`config.mk`:
```
export PLATFORM = sky130hd
export DESIGN_NAME = muldiv_unit
export DESIGN_NICKNAME = d
export VERILOG_FILES = /design/src/rtl/muldiv_unit.sv
export SDC_FILE = /design/constraint.sdc
export NUM_CORES = 1
export LEC_CHECK = 0
export BUFFER_PORTS_ARGS = -buffer_cell sky130_fd_sc_hd__buf_2
export CAP_MARGIN = 20
export CORE_UTILIZATION = 60
export DETAILED_ROUTE_END_ITERATION = 6
export GPL_TIMING_DRIVEN = 0
export PLACE_DENSITY_LB_ADDON = 0.12
export REMOVE_ABC_BUFFERS = 1
export SLEW_MARGIN = 15
export SYNTH_ARGS = -nofsm -noshare
export SYNTH_HDL_FRONTEND = slang
export SYNTH_SLANG_ARGS = --single-unit
```
`constraint.sdc`:
```
create_clock -name clk -period 3.8 [get_ports clk]
set_input_delay 0.19 -clock clk [delete_from_list [all_inputs] [get_ports clk]]
set_output_delay 0.19 -clock clk [all_outputs]
set_load 0.03 [all_outputs]
```
`src/rtl/muldiv_unit.sv`:
```
// muldiv_unit: iterative unsigned multiply/divide execute unit.
// One multiplier bit (shift-add) or one quotient bit (restoring division)
// is produced per clock. The selected result is handed to the register
// file as a registered write that is held until the writeback port is ready.
module muldiv_unit #(
  parameter int W = 32,
  parameter int B = 6
) (
  input  logic         clk,
  input  logic         reset,
  input  logic         start_i,
  input  logic [1:0]   op_i,
  input  logic [W-1:0] a_i,
  input  logic [W-1:0] b_i,
  input  logic [B-1:0] dest_i,
  input  logic         wb_ready_i,
  output logic         busy_o,
  output logic         wen_o,
  output logic [B-1:0] wa_o,
  output logic [W-1:0] wd_o
);

  // Counter must hold the value W itself, hence W+1 distinct values.
  localparam int CW = $clog2(W + 1);

  // Operation encodings. Bit 1 distinguishes divide ops from multiply ops.
  localparam logic [1:0] OP_MUL   = 2'b00;
  localparam logic [1:0] OP_MULHU = 2'b01;
  localparam logic [1:0] OP_DIVU  = 2'b10;

  typedef enum logic [1:0] {
    S_IDLE = 2'b00,
    S_RUN  = 2'b01,
    S_DONE = 2'b10
  } state_t;

  state_t         state_reg;
  logic [1:0]     op_reg;
  logic [B-1:0]   dest_reg;
  logic [CW-1:0]  cnt_reg;

  // Multiplicand for MUL/MULHU, divisor for DIVU/REMU.
  logic [W-1:0]   opnd_reg;

  // Multiply datapath: upper half accumulates, lower half holds the
  // not-yet-consumed multiplier bits (shifted out LSB first).
  logic [2*W-1:0] prod_reg;

  // Divide datapath: partial remainder and the dividend register, which is
  // shifted left as quotient bits are inserted from the right.
  logic [W-1:0]   rem_reg;
  logic [W-1:0]   quo_reg;

  // Registered writeback outputs.
  logic           busy_reg;
  logic           wen_reg;
  logic [B-1:0]   wa_reg;
  logic [W-1:0]   wd_reg;

  // Next-step values of the iterative datapaths.
  logic [W:0]     mul_sum;
  logic [2*W-1:0] prod_next;
  logic [W:0]     div_shift;
  logic [W:0]     div_diff;
  logic [W-1:0]   rem_next;
  logic [W-1:0]   quo_next;
  logic [W-1:0]   result;

  // Shift-add step: conditionally add the multiplicand into the upper half,
  // then shift the whole product right by one (the carry lands in bit 2W-1).
  always_comb begin
    mul_sum   = {1'b0, prod_reg[2*W-1:W]}
              + (prod_reg[0] ? {1'b0, opnd_reg} : {(W+1){1'b0}});
    prod_next = {mul_sum, prod_reg[W-1:1]};
  end

  // Restoring division step: bring down the next dividend bit, trial
  // subtract the divisor, keep the difference only if it did not borrow.
  // Since the partial remainder is always below the divisor, the shifted
  // value is below twice the divisor and the kept difference fits in W bits.
  // A zero divisor never borrows, so the quotient fills with ones and the
  // remainder ends up equal to the dividend without any special casing.
  always_comb begin
    div_shift = {rem_reg, quo_reg[W-1]};
    div_diff  = div_shift - {1'b0, opnd_reg};
    if (div_diff[W]) begin
      rem_next = div_shift[W-1:0];
      quo_next = {quo_reg[W-2:0], 1'b0};
    end else begin
      rem_next = div_diff[W-1:0];
      quo_next = {quo_reg[W-2:0], 1'b1};
    end
  end

  // Pick the architectural result for the latched operation.
  always_comb begin
    result = rem_reg;
    case (op_reg)
      OP_MUL:   result = prod_reg[W-1:0];
      OP_MULHU: result = prod_reg[2*W-1:W];
      OP_DIVU:  result = quo_reg;
      default:  result = rem_reg;
    endcase
  end

  // Control FSM with registered outputs; also sequences both datapaths.
  always_ff @(posedge clk) begin
    if (reset) begin
      state_reg <= S_IDLE;
      op_reg    <= '0;
      dest_reg  <= '0;
      cnt_reg   <= '0;
      opnd_reg  <= '0;
      prod_reg  <= '0;
      rem_reg   <= '0;
      quo_reg   <= '0;
      busy_reg  <= 1'b0;
      wen_reg   <= 1'b0;
      wa_reg    <= '0;
      wd_reg    <= '0;
    end else begin
      case (state_reg)
        S_IDLE: begin
          if (start_i) begin
            op_reg   <= op_i;
            dest_reg <= dest_i;
            cnt_reg  <= CW'(W);
            rem_reg  <= '0;
            busy_reg <= 1'b1;
            state_reg <= S_RUN;
            if (op_i[1]) begin
              // Divide: dividend shifts out of quo_reg MSB first.
              opnd_reg <= b_i;
              quo_reg  <= a_i;
              prod_reg <= '0;
            end else begin
              // Multiply: multiplier sits in the low half, consumed LSB first.
              opnd_reg <= a_i;
              prod_reg <= {{W{1'b0}}, b_i};
              quo_reg  <= '0;
            end
          end
        end

        S_RUN: begin
          if (cnt_reg != '0) begin
            cnt_reg <= cnt_reg - 1'b1;
            if (op_reg[1]) begin
              rem_reg <= rem_next;
              quo_reg <= quo_next;
            end else begin
              prod_reg <= prod_next;
            end
          end else begin
            // All W iterations are in; publish the write.
            wen_reg   <= 1'b1;
            wa_reg    <= dest_reg;
            wd_reg    <= result;
            state_reg <= S_DONE;
          end
        end

        S_DONE: begin
          // Hold the write until accepted; clear it so nothing leaks while idle.
          if (wb_ready_i) begin
            wen_reg   <= 1'b0;
            wa_reg    <= '0;
            wd_reg    <= '0;
            busy_reg  <= 1'b0;
            state_reg <= S_IDLE;
          end
        end

        default: begin
          state_reg <= S_IDLE;
          busy_reg  <= 1'b0;
          wen_reg   <= 1'b0;
          wa_reg    <= '0;
          wd_reg    <= '0;
        end
      endcase
    end
  end

  assign busy_o = busy_reg;
  assign wen_o  = wen_reg;
  assign wa_o   = wa_reg;
  assign wd_o   = wd_reg;

endmodule
```
# Word-level counts from Yosys, hierarchy flattened
# Index checks and enable logic that the tools add are counted.
[word_totals] ff_bits=216 latch_bits=0 ram_bits=0 romBits=0 word_cells=75 n_memories=0
[op_classes] n_addsub=3 n_mul=0 n_div=0 order_cmp=0 eq_ne=10 shifts=0 muxes=37 bitwise_logic=2 n_reduce_logical=11
[ops] op="$mux W32" count=13
[ops] op="$mux W64" count=3
[ops] op="$pmux W32 S3" count=2
[ops] op="$pmux W32 S2" count=2
[ops] op="$pmux W64 S2" count=1
[ops] op="$add A32 B32 Y33" count=1
[ops] op="$sub A33 B32 Y33" count=1
[ops] op="$mux W6" count=4
[ops] op="$pmux W6 S3" count=1
[ops] op="$ne A2 B2 Y1 const B" count=6
[ops] op="$pmux W6 S2" count=1
[ops] op="$reduce_and A3 Y1" count=4
[ops] op="$reduce_and A4 Y1" count=2
[ops] op="$mux W2" count=3
[ops] op="$pmux W1 S3" count=2
[ops] op="$pmux W2 S3" count=1
[ops] op="$reduce_bool A6 Y1" count=1
[ops] op="$sub A6 B1 Y6 const B" count=1
[ops] op="$eq A2 B1 Y1 const B" count=2
[ops] op="$eq A2 B2 Y1 const B" count=2
[ops] op="$logic_not A2 Y1" count=2
[ops] op="$mux W1" count=4
[ops] op="$not A1 Y1" count=2
[ops] op="$reduce_and A2 Y1" count=1
[ops] op="$reduce_bool A2 Y1" count=1

# Longest topological paths before layout
# Gate-level depths: netlist (run 1).
[depth] depth_word=5 mapped_depth=13 depth_no_buf=12

# Worst setup path after synthesis (run 1)
# OpenSTA, ideal clock, no wires.
[synth_timing] path_type="register to register" startpoint="reg quo_reg[31]" endpoint="reg rem_reg[23]" setup_time_ps=79 arrival_time_ps=2785 required_time_ps=3721 slack_ps=936 path_stages_with_launch=14 n_path_buf=2 period_less_slack_ps=2864 cell_sequence="dfxtp_1 -> inv_1 -> ha_1 -> fa_1 -> nand2b_1 -> a21oi_4 -> o211ai_4 -> o21ai_4 -> o211ai_2 -> a211o_1 -> buf_6 -> mux2_4 -> buf_6 -> o221ai_2"
[synth_via] elab_chain_cells=5
[synth_rtl] item="from (decl)" line="52" rtl="logic [W-1:0] quo_reg;"
[synth_rtl] item="from (signal assigned)" line="134" rtl="quo_reg <= a_i;"
[synth_rtl] item="from (signal assigned)" line="150" rtl="quo_reg <= quo_next;"
[synth_rtl] item="$sub A33 B32 Y33" line="85" rtl="div_diff = div_shift - {1'b0, opnd_reg};"
[synth_rtl] item="$mux W32" line="86" rtl="if (div_diff[W]) begin"
[synth_rtl] item="$mux W32" line="148" rtl="if (op_reg[1]) begin"
[synth_rtl] item="$mux W32" line="146" rtl="if (cnt_reg != '0) begin"
[synth_rtl] item="$pmux W32 S2" line="122" rtl="case (state_reg)"
[synth_rtl] item="to (signal assigned)" line="149" rtl="rem_reg <= rem_next;"
[synth_rtl] item="to (decl)" line="51" rtl="logic [W-1:0] rem_reg;"
# Every way passes these cells. The select of a mux whose other input is x is not followed.
# A chain may end at the register's enable or synchronous reset.

# Worst setup path after layout (run 1)
[layout_timing] startpoint="reg state_reg[1]" endpoint="reg prod_reg[48]"
[layout_via] elab_chain_cells=3
[layout_rtl] item="from (decl)" line="37" rtl="state_t state_reg;"
[layout_rtl] item="from (signal assigned)" line="109" rtl="state_reg <= S_IDLE;"
[layout_rtl] item="from (signal assigned)" line="130" rtl="state_reg <= S_RUN;"
[layout_rtl] item="from (signal assigned)" line="159" rtl="state_reg <= S_DONE;"
[layout_rtl] item="$eq A2 B1 Y1 / $logic_not A2 Y1 (equally long branches)" line="122"
[layout_rtl] item="$ne A2 B2 Y1 (no line) / $reduce_bool A2 Y1 (equally long branches)"
[layout_rtl] item="$reduce_and A4 Y1 (no line)"
[layout_rtl] item="to (signal assigned)" line="139" rtl="prod_reg <= {{W{1'b0}}, b_i};"
[layout_rtl] item="to (signal assigned)" line="152" rtl="prod_reg <= prod_next;"
[layout_rtl] item="to (decl)" line="47" rtl="logic [2*W-1:0] prod_reg;"
# Parallel ways exist; a longest one is shown, timed or not.

==> flow_summary_export.csv, run 1 <==
group,metric,value,unit
timing,timing.final.hold_violations,0,
routing,totalWireLength,37.2,mm
floorplan,die_w,153,um
synthesis,seq_area_frac_synth,0.318,
timing,finalClockSkew,0.0127,ns
global_routing,number_of_antenna_violations_at_the_first_check_in_global_routing,0,
routing,routed_via_density,6.37,
synthesis,synth_top_cell_area_share,0.318,
routing,detail_route.first_pass.iterations,7,
synthesis,most_common_cell_in_the_synthesized_netlist,"dfxtp_1",
routing,drt_iter0_drc,850,
power,total_power,9.07,mW
floorplan,die-height,153,um
routing,drtAntennaViolNets,0,
placed_design,place_hpwl,26.4,mm
cells_and_area,design.final.nets,1839,
timing,setup_repair_after_global_routing_missed_its_margin,"no",
synthesis,yosysWarningCount,0,
global_routing,aggregate_global_routing_overflow,0,
setup_path,timing.critical_path.to_type,"register",
clock_tree,post_cts_setup_driven_buffer_insertion_count,0,
status,status,"finished clean",
timing,final.min_clock_period,3.58,ns
synthesis,synth_flop_cell,"dfxtp_1",
global_routing,grt_pass1_vias,12200,
timing,holdWs,0.00827,ns
power,cellLeakagePower,6.31,nW
synthesis,synth.cells.most_frequent,"dfxtp_1 (216), nor2_1 (190), nand2_1 (138)",
setup_path,startpoint_type,"register",
setup_path,worstSetupPathType,"register to register",
synthesis,number_of_enable_flip_flop_cells_after_synthesis,0,
timing,timing.fmax,279,MHz
floorplan,floorplan.die_area,0.0233,mm^2
clock_tree,insertion_delay,0.53,ns
run,cap_violations,0,
timing,tightest_slew,0.953,ns
floorplan,initial_core_util,0.618,
power,power_density,581,mW/mm^2
cells_and_area,final_cell_area,0.0156,mm^2
clock_tree,clockBufferDepth,3,
cells_and_area,instances_no_fill,1993,
global_routing,grt_start_max_net_pins,101,
clock_tree,numClockSinks,216,
synthesis,average_cell_area_after_synthesis,8.38,um^2
synthesis,synthDominantAreaCellType,"dfxtp_1",
placed_design,placedInstanceArea,0.0144,mm^2
synthesis,syn_std_cell_area,0.0136,mm^2
synthesis,synthDistinctLibCells,77,
worst_hold_path,hold_path_class,"primary input to register",
cells_and_area,area_delta_synth_final,14.7,%
setup_path,critical_path_required,4.26,ns
clock_tree,clk_root_buffer_cell,"clkbuf_16",
setup_path,critical-path-max-stage-delay,0.62,ns
global_routing,grt_pass1_wl,61.8,mm
placed_design,gp_routability_congestion,0.928,
routing,total_drc_errors_in_the_routed_layout,0,
cells_and_area,layout.core_utilization,0.709,
power,vdd_ir_drop_max,342,uV
timing,maxSlewHeadroom,0.364,
cells_and_area,post_route_cells_drive_above_1_share,0.149,
setup_path,cp_data_arrival_time,4.04,ns
timing,min_period_over_period,0.942,
clock_tree,cts_inserted_buffers,24,
setup_path,timing.critical_path.slowest_stage_cell,"or4b_1",
synthesis,synth-async-reset-ratio,0,
clock_tree,cts_tree,"yes",
floorplan,rows,54,
floorplan,fp.coreArea,0.0220,mm^2
synthesis,synth_top_cells_by_area,"dfxtp_1 (32%), ha_1 (6.1%), mux4_2 (5.3%), nor2_1 (5.2%), nand2_1 (3.8%)",
placed_design,placedCellCount,1912,
routing,dr_wl_cell,18.7,um
synthesis,netlist_instances,1624,
placed_design,io_buffers,115,
timing,fin_max_slew_vios,0,
clock_tree,path_clk_slew,0.06,ns
floorplan,top_level_ports,116,
cells_and_area,largest_register_ff_count,64,
timing,setup-violations-final,0,
cells_and_area,num_antenna_cells,0,
routing,via_count,12700,
clock_tree,htreeDepth,1,
setup_path,crit_path_cell_trace,"nand2b_2 -> o21a_1 -> a21oi_4 -> buf_16 -> nand2_1 -> or4b_1 -> mux2i_1 -> a221o_1",
setup_path,critical_path_peak_fanout,23,
synthesis,synth_seq_cells,216,
global_routing,grt_use_total,0.320,
## cell type report
| type | instances | area [um^2] |
|---|---|---|
| Clock buffer | 40 | 742 |
| Clock inverter | 4 | 47.5 |
| Fill cell | 1782 | 6420 |
| Inverter | 77 | 289 |
| Multi-Input combinational cell | 1209 | 8540 |
| Sequential cell | 216 | 4330 |
| Tap cell | 280 | 350 |
| Timing Repair Buffer | 167 | 1310 |
## critical path: cells and delay by family (launching register included)
family          cells  cell delay, ns
compound gates      3            1.16
buf+inv             1            0.24
flops               1            0.40
mux                 1            0.18
simple gates        3            1.51
## report_power, final
part | leakage [nW] | switching (mW) | internal [mW] | total, mW
registers | 1.77 | 0.430 | 2.71 | 3.13
clock network | 0.384 | 0.959 | 1.39 | 2.35
logic | 4.16 | 2.19 | 1.40 | 3.59
## cell usage in the layout, fill, tap and decap left out, types with 7 or more instances in the layout
cell type / n
xor2_1: 21
a221o_1: 11
a311oi_1: 32
buf_2: 113
xnor2_1: 25
and3_1: 9
dfxtp_1: 213
o211ai_1: 14
nor2b_1: 9
nand2b_1: 15
o21ai_0: 48
clkbuf_16: 25
a22oi_1: 45
and2_1: 40
nand3_1: 51
dlygate4sd3_1: 37
nor3_1: 55
mux4_2: 32
clkbuf_1: 9
o21a_1: 13
inv_1: 77
mux2i_1: 35
nor3b_1: 35
buf_16: 9
a21oi_1: 82
a211oi_1: 68
ha_1: 66
nor4_1: 10
nand4_1: 11
o221ai_2: 21
a21o_1: 25
o21bai_1: 7
nand2_1: 137
nor2_1: 188
or3_1: 9
## through the flow
step	setup slack [ns]	TNS, ns
2_1_floorplan	-4.60	-350.86
3_3_place_gp	-10.02	-879.13
3_5_place_dp	0.0377	0
4_1_cts	0.00399	0
5_1_grt	0.0477	0
6_report	0.220	0
## cells by family (layout without fill, tap and decap cells)
family,after synthesis,after routing,share of synthesized area
compound gates,426,426,0.235
buf+inv,199,288,0.0589
xor+xnor,46,46,0.0296
flops,216,216,0.318
simple gates,596,596,0.210
mux,73,73,0.0846
fa+ha+maj,68,68,0.0636
## final timing paths
| check | slack [ns] | depth (start not counted) | endpoint | from |
|---|---|---|---|---|
| max | 0.22 | 8 | prod_reg[48] | state_reg[1] |
| min | 0.008 | 3 | quo_reg[23] | a_i[23] |
| max reg2reg | 0.22 | 8 | prod_reg[48] | state_reg[1] |
| min reg2reg | 0.46 | 2 | dest_reg[3] | dest_reg[3] |
## metal layers
layer,GRT usage,share of wire,vias up
met2,0.531,0.47,439
met4,0.106,0.026,0
met1,0.433,0.45,6118
met3,0.0367,0.060,68
met5,0,0,-
li1,-,-,6078
## repair_timing
action                                  CTS  global route
hold buffers                             37             0
endpoints found under the setup margin    0            10
hold endpoints to repair                 37             0
gates resized for setup                   0             2
No activity file was read; power rests on OpenSTA's default activity.
==> inputs of run 2 (changes only) <==
clock period = 4.25 ns   (was 3.8 ns; I/O delays follow)
==> flow_summary_export.csv, run 2 (synthesized netlist as in run 1, its figures left out) <==
group,metric,value,unit
routing,drtAntennaViolNets,0,
power,cellLeakagePower,6.28,nW
routing,detail_route.first_pass.iterations,7,
cells_and_area,final.fill_count,1797,
global_routing,aggregate_global_routing_overflow,0,
setup_path,crit_top_cell,"a21oi_1",
timing,tightest_slew,0.951,ns
clock_tree,post_cts_setup_driven_buffer_insertion_count,0,
floorplan,die_w,153,um
cells_and_area,area_delta_synth_final,14.2,%
global_routing,grt_use_total,0.319,
timing,fin_max_slew_vios,0,
floorplan,die-height,153,um
timing,timing.final.hold_violations,0,
power,vdd_ir_drop_max,303,uV
timing,min_period_over_period,0.904,
timing,final.min_clock_period,3.84,ns
timing,maxSlewHeadroom,0.365,
setup_path,critical_path_required,4.70,ns
floorplan,initial_core_util,0.618,
routing,dr_wl_cell,18.7,um
routing,routed_via_density,6.36,
setup_path,timing.critical_path.slowest_stage_cell,"dfxtp_1",
floorplan,top_level_ports,116,
placed_design,place_hpwl,26.4,mm
setup_path,rr_startpoint,"prod_reg[0]",
placed_design,gp_routability_congestion,0.928,
timing,post-route-worst-setup-slack,0.409,ns
timing,setup-violations-final,0,
placed_design,io_buffers,115,
placed_design,placedInstanceArea,0.0144,mm^2
run,cap_violations,0,
placed_design,placedCellCount,1912,
cells_and_area,layout.core_utilization,0.705,
clock_tree,numClockSinks,216,
routing,totalWireLength,37.1,mm
clock_tree,cts_inserted_buffers,24,
power,power_density,521,mW/mm^2
floorplan,floorplan.die_area,0.0233,mm^2
timing,setup_repair_after_global_routing_missed_its_margin,"no",
cells_and_area,post_route_cells_drive_above_1_share,0.149,
timing,timing.fmax,260,MHz
cells_and_area,most-common-layout-cells,"dfxtp_1 (214), nor2_1 (188), nand2_1 (137)",
routing,via_count,12600,
setup_path,setup.worst_path.start,"prod_reg[0]",
clock_tree,clockBufferDepth,3,
setup_path,worstSetupPathType,"register to register",
worst_hold_path,hold_path.startpoint,"a_i[21]",
status,status,"finished clean",
clock_tree,path_clk_slew,0.06,ns
routing,total_drc_errors_in_the_routed_layout,0,
setup_path,cp_data_arrival_time,4.29,ns
global_routing,grt_start_max_net_pins,101,
cells_and_area,num_antenna_cells,0,
routing,drt_iter0_drc,852,
clock_tree,clk_root_buffer_cell,"clkbuf_16",
floorplan,fp.coreArea,0.0220,mm^2
global_routing,grt_pass1_wl,61.7,mm
clock_tree,cts_tree,"yes",
setup_path,critical_path_peak_fanout,19,
timing,finalClockSkew,0.0125,ns
setup_path,critical-path-max-stage-delay,0.81,ns
placed_design,detailedPlace.worstSlack,0.488,ns
setup_path,timing.critical_path.to_type,"register",
cells_and_area,layout.cells.most_common,"dfxtp_1",
cells_and_area,instances_no_fill,1986,
setup_path,startpoint_type,"register",
clock_tree,htreeDepth,1,
floorplan,rows,54,
power,total_power,8.10,mW
cells_and_area,largest_register_ff_count,64,
worst_hold_path,hold_path_class,"primary input to register",
setup_path,crit_path_cell_trace,"buf_8 -> and2_1 -> ha_1 -> inv_1 -> fa_1 -> nand2b_1 -> a21oi_1 -> o2111ai_1 -> nand2_1 -> a21o_1 -> a21oi_1 -> a2111o_1 -> o211ai_1",
cells_and_area,final_cell_area,0.0155,mm^2
global_routing,grt_pass1_vias,12100,
global_routing,number_of_antenna_violations_at_the_first_check_in_global_routing,0,
cells_and_area,design.final.nets,1832,
clock_tree,insertion_delay,0.53,ns
-- run 2: changes by cell type in the layout (fill, tap and decap cells not counted) --
cell and delta:
dfxtp_4 -1, dlygate4sd3_1 -7, dfxtp_1 +1
-- run 2: what timing repair did --
| item | CTS | global route |
|---|---|---|
| hold buffers | 30 | 0 |
| endpoints found under the setup margin | 0 | 0 |
| resized for setup | 0 | 0 |
| endpoints found under the hold margin | 30 | 0 |
-- run 2: final timing paths --
check             slack [ns]      endpoint  cells past startpoint
setup / recovery        0.41  prod_reg[61]                     13
hold / removal         0.007   quo_reg[21]                      3
setup reg to reg        0.41  prod_reg[61]                     13
hold reg to reg         0.46   dest_reg[3]                      2
-- run 2: through the flow --
stage	setup TNS, ns	hold WS (ns)
floorplan	-292.87	0.282
global placement	-806.08	0.444
detailed placement	0	0.452
CTS	0	0.000327
global route	0	0.00432
finish	0	0.00677
-- run 2: area by class of cell --
| type | count | area, um^2 | share of cell area |
|---|---|---|---|
| inverter | 77 | 289 | 0.0186 |
| clock inverter | 4 | 47.5 | 0.00306 |
| clock buffer | 40 | 742 | 0.0478 |
| sequential | 216 | 4330 | 0.279 |
| multi-input combinational | 1209 | 8540 | 0.550 |
| tap | 280 | 350 | 0.0226 |
| timing repair buffer | 160 | 1240 | 0.0797 |
-- run 2: worst max-delay path, delay by kind of cell (launching register included) --
kind,cells,cell delay [ns]
adder cells (fa/ha/maj),2,0.56
flip-flops,1,0.81
AO/OA/AOI/OAI,6,1.48
AND/OR/NAND/NOR,3,0.59
buffers and inverters,2,0.30
-- run 2: per-layer routing --
metal  vias to the layer above  track usage  part of all wire
li1                       6066            -                 -
met1                      6062        0.433              0.45
met2                       434        0.529              0.46
met3                        75       0.0367             0.057
met4                         0        0.106             0.027
met5                         -            0                 0
-- run 2: power breakdown --
| part | switching (mW) | total [mW] | internal (mW) |
|---|---|---|---|
| Clock | 0.856 | 2.10 | 1.24 |
| Sequential | 0.385 | 2.80 | 2.42 |
| Combinational | 1.95 | 3.20 | 1.25 |
==> inputs of run 3 (changes only) <==
ABC_AREA = 1   (was unset)
==> flow_summary_export.csv, run 3 <==
group,metric,value,unit
power,power_density,390,mW/mm^2
routing,via_count,16500,
clock_tree,post_cts_setup_driven_buffer_insertion_count,0,
global_routing,grt_pass1_vias,15200,
timing,setup-violations-final,0,
synthesis,synthDominantAreaCellType,"dfxtp_1",
synthesis,yosysWarningCount,0,
placed_design,io_buffers,115,
setup_path,crit_top_cell,"nand2_2",
timing,maxSlewHeadroom,0.303,
routing,dr_wl_cell,17.4,um
clock_tree,clockBufferDepth,3,
setup_path,critical_path_required,4.72,ns
routing,routed_via_density,5.80,
global_routing,aggregate_global_routing_overflow,0,
synthesis,most_common_cell_in_the_synthesized_netlist,"nand2_1",
clock_tree,cts_inserted_buffers,26,
timing,fin_max_slew_vios,0,
timing,final.min_clock_period,3.93,ns
setup_path,reg2regPathDepth,10,
timing,min_period_over_period,0.924,
setup_path,cp.depth,10,
placed_design,place_hpwl,34.2,mm
cells_and_area,final.fill_count,2069,
synthesis,synth_top_cells_by_area,"dfxtp_1 (29%), nand2_1 (19%), nand3_1 (6.9%), inv_1 (6.6%), ha_1 (5.6%)",
global_routing,grt_start_max_net_pins,88,
setup_path,crit_path_cell_trace,"nor2_1 -> nand2_1 -> nand2_2 -> nand2_2 -> inv_2 -> nand2_2 -> inv_2 -> o21ai_1 -> a21o_1 -> a21oi_1",
synthesis,synth_top_cell_area_share,0.292,
setup_path,critical-path-max-stage-delay,0.97,ns
timing,finalClockSkew,0.0162,ns
routing,drt_iter0_drc,1776,
clock_tree,cts_tree,"yes",
clock_tree,htreeDepth,1,
global_routing,grt_pass1_wl,79.6,mm
run,cap_violations,0,
cells_and_area,num_antenna_cells,0,
clock_tree,clk_root_buffer_cell,"clkbuf_16",
setup_path,timing.critical_path.slowest_stage_cell,"inv_2",
setup_path,critical_path_peak_fanout,65,
synthesis,synth.cells.most_frequent,"nand2_1 (740), inv_1 (261), dfxtp_1 (216)",
floorplan,fp.coreArea,0.0242,mm^2
power,vdd_ir_drop_max,439,uV
setup_path,regToRegEndpoint,"prod_reg[43]",
setup_path,internal_reg_to_reg_setup_slack,0.32,ns
timing,setup_repair_after_global_routing_missed_its_margin,"no",
floorplan,initial_core_util,0.611,
floorplan,die-height,159,um
placed_design,placedCellCount,2692,
global_routing,grt_use_total,0.386,
synthesis,syn_std_cell_area,0.0148,mm^2
synthesis,average_cell_area_after_synthesis,6.28,um^2
routing,totalWireLength,49.4,mm
synthesis,synthDistinctLibCells,41,
cells_and_area,multiInputGateArea,0.00900,mm^2
synthesis,seq_area_frac_synth,0.292,
timing,post-route-worst-setup-slack,0.323,ns
cells_and_area,instances_no_fill,2838,
setup_path,critical-path-top-delay-family,"simple AND/OR/NAND/NOR gates",
synthesis,synth-async-reset-ratio,0,
routing,detail_route.first_pass.iterations,6,
cells_and_area,largest_register_ff_count,64,
routing,total_drc_errors_in_the_routed_layout,0,
power,cellLeakagePower,8.19,nW
routing,drtAntennaViolNets,0,
timing,timing.final.hold_violations,0,
cells_and_area,layout.cells.most_common,"nand2_1",
setup_path,worst-path-buf-inv,2,
cells_and_area,post_route_cells_drive_above_1_share,0.118,
timing,tightest_slew,1.04,ns
floorplan,top_level_ports,116,
status,status,"finished clean",
clock_tree,numClockSinks,216,
setup_path,worstSetupPathType,"register to register",
floorplan,floorplan.die_area,0.0253,mm^2
cells_and_area,most-common-layout-cells,"nand2_1 (739), inv_1 (259), dfxtp_1 (213)",
floorplan,die_w,159,um
cells_and_area,area_delta_synth_final,18.5,%
setup_path,setup.worst_path.end,"prod_reg[43]",
floorplan,rows,57,
timing,timing.fmax,255,MHz
setup_path,rr_startpoint,"state_reg[1]",
setup_path,setup.worst_path.start,"state_reg[1]",
placed_design,gp_routability_congestion,0.976,
clock_tree,insertion_delay,0.55,ns
global_routing,number_of_antenna_violations_at_the_first_check_in_global_routing,0,
clock_tree,path_clk_slew,0.06,ns
synthesis,number_of_enable_flip_flop_cells_after_synthesis,0,
synthesis,synth_flop_cell,"dfxtp_1",
placed_design,detailedPlace.worstSlack,0.489,ns
setup_path,cp_data_arrival_time,4.39,ns
setup_path,startpoint_type,"register",
setup_path,timing.critical_path.to_type,"register",
synthesis,synth_seq_cells,216,
power,total_power,6.85,mW
worst_hold_path,hold_path_class,"primary input to register",
synthesis,netlist_instances,2359,
cells_and_area,design.final.nets,2640,
cells_and_area,seqCellArea,0.00433,mm^2
run 3: cell types whose count changed after synthesis, sizes merged, moves of 69 or more:
cell,before,now
a21oi,86,178
a31oi,5,97
nor2,191,111
a211oi,69,0
nand3,51,228
inv,77,274
o21ai,52,167
nand2,139,778
run 3: kinds of logic (layout without fill, tap and decap cells):
family / count (synthesis) / after routing / synth area share
xor gates and xnor gates: 16 / 16 / 0.00945
buffers and inverters: 394 / 549 / 0.104
AOI/OAI and AO/OA: 492 / 492 / 0.190
DFF: 216 / 216 / 0.292
adders and majority gates: 68 / 68 / 0.0584
and+or+nand+nor: 1173 / 1173 / 0.347
run 3: worst min path at each step:
stage               depth (start not counted)          end  startpoint  slack [ns]
CTS                                         3  prod_reg[9]      b_i[9]       0.002
detailed placement                          2     wd_o[17]    wd_o[17]        0.45
global placement                            2     wd_o[22]    wd_o[22]        0.45
global route                                3  prod_reg[1]      b_i[1]       0.006
floorplan                                   1  rem_reg[10]       reset        0.27
finish                                      3  prod_reg[9]      b_i[9]        0.01
run 3: final cells by class:
class	count	share of cell area
tap	324	0.0231
clock inverter	13	0.0105
clock buffer	33	0.0420
timing repair buffer	228	0.106
inverter	275	0.0590
multi-input combinational	1749	0.513
sequential	216	0.246
run 3: metal layers:
| metal | vias up | routed length [um] | GRT usage |
|---|---|---|---|
| met3 | 165 | 3720 | 0.0458 |
| met1 | 7488 | 20500 | 0.496 |
| met5 | - | 0 | 0 |
| met2 | 781 | 22100 | 0.627 |
| li1 | 8020 | - | - |
| met4 | 0 | 3090 | 0.219 |
run 3: what timing repair did:
item | CTS | global route
hold endpoints to repair | 117 | 0
hold buffers | 99 | 0
gates resized for setup | 0 | 0
run 3: metrics by stage:
| stage | hold slack [ns] | area, um^2 | TNS (ns) | util |
|---|---|---|---|---|
| CTS | 0.00153 | 17500 | 0 | 0.723 |
| floorplan | 0.275 | 14300 | 0 | - |
| finish | 0.0131 | 17600 | 0 | 0.724 |
| global placement | 0.446 | 15300 | -257.80 | 0.631 |
| detailed placement | 0.449 | 15600 | 0 | 0.644 |
| global route | 0.00565 | 17600 | 0 | 0.724 |
run 3: worst reg2reg max path: stages, from the launching register on:
cell     delay [ns]
dfxtp_1        0.39
nor2_1         0.15
nand2_1        0.35
nand2_2        0.29
nand2_2        0.46
inv_2          0.98
nand2_2        0.32
inv_2          0.49
o21ai_1        0.15
a21o_1         0.18
a21oi_1        0.11
run 3: report_power, final:
group	leakage (nW)	internal, mW	total (mW)	switching (mW)
clock	0.450	1.47	2.41	0.941
combinational	5.98	0.643	1.95	1.31
sequential	1.77	2.25	2.48	0.229
total	8.19	4.37	6.85	2.48
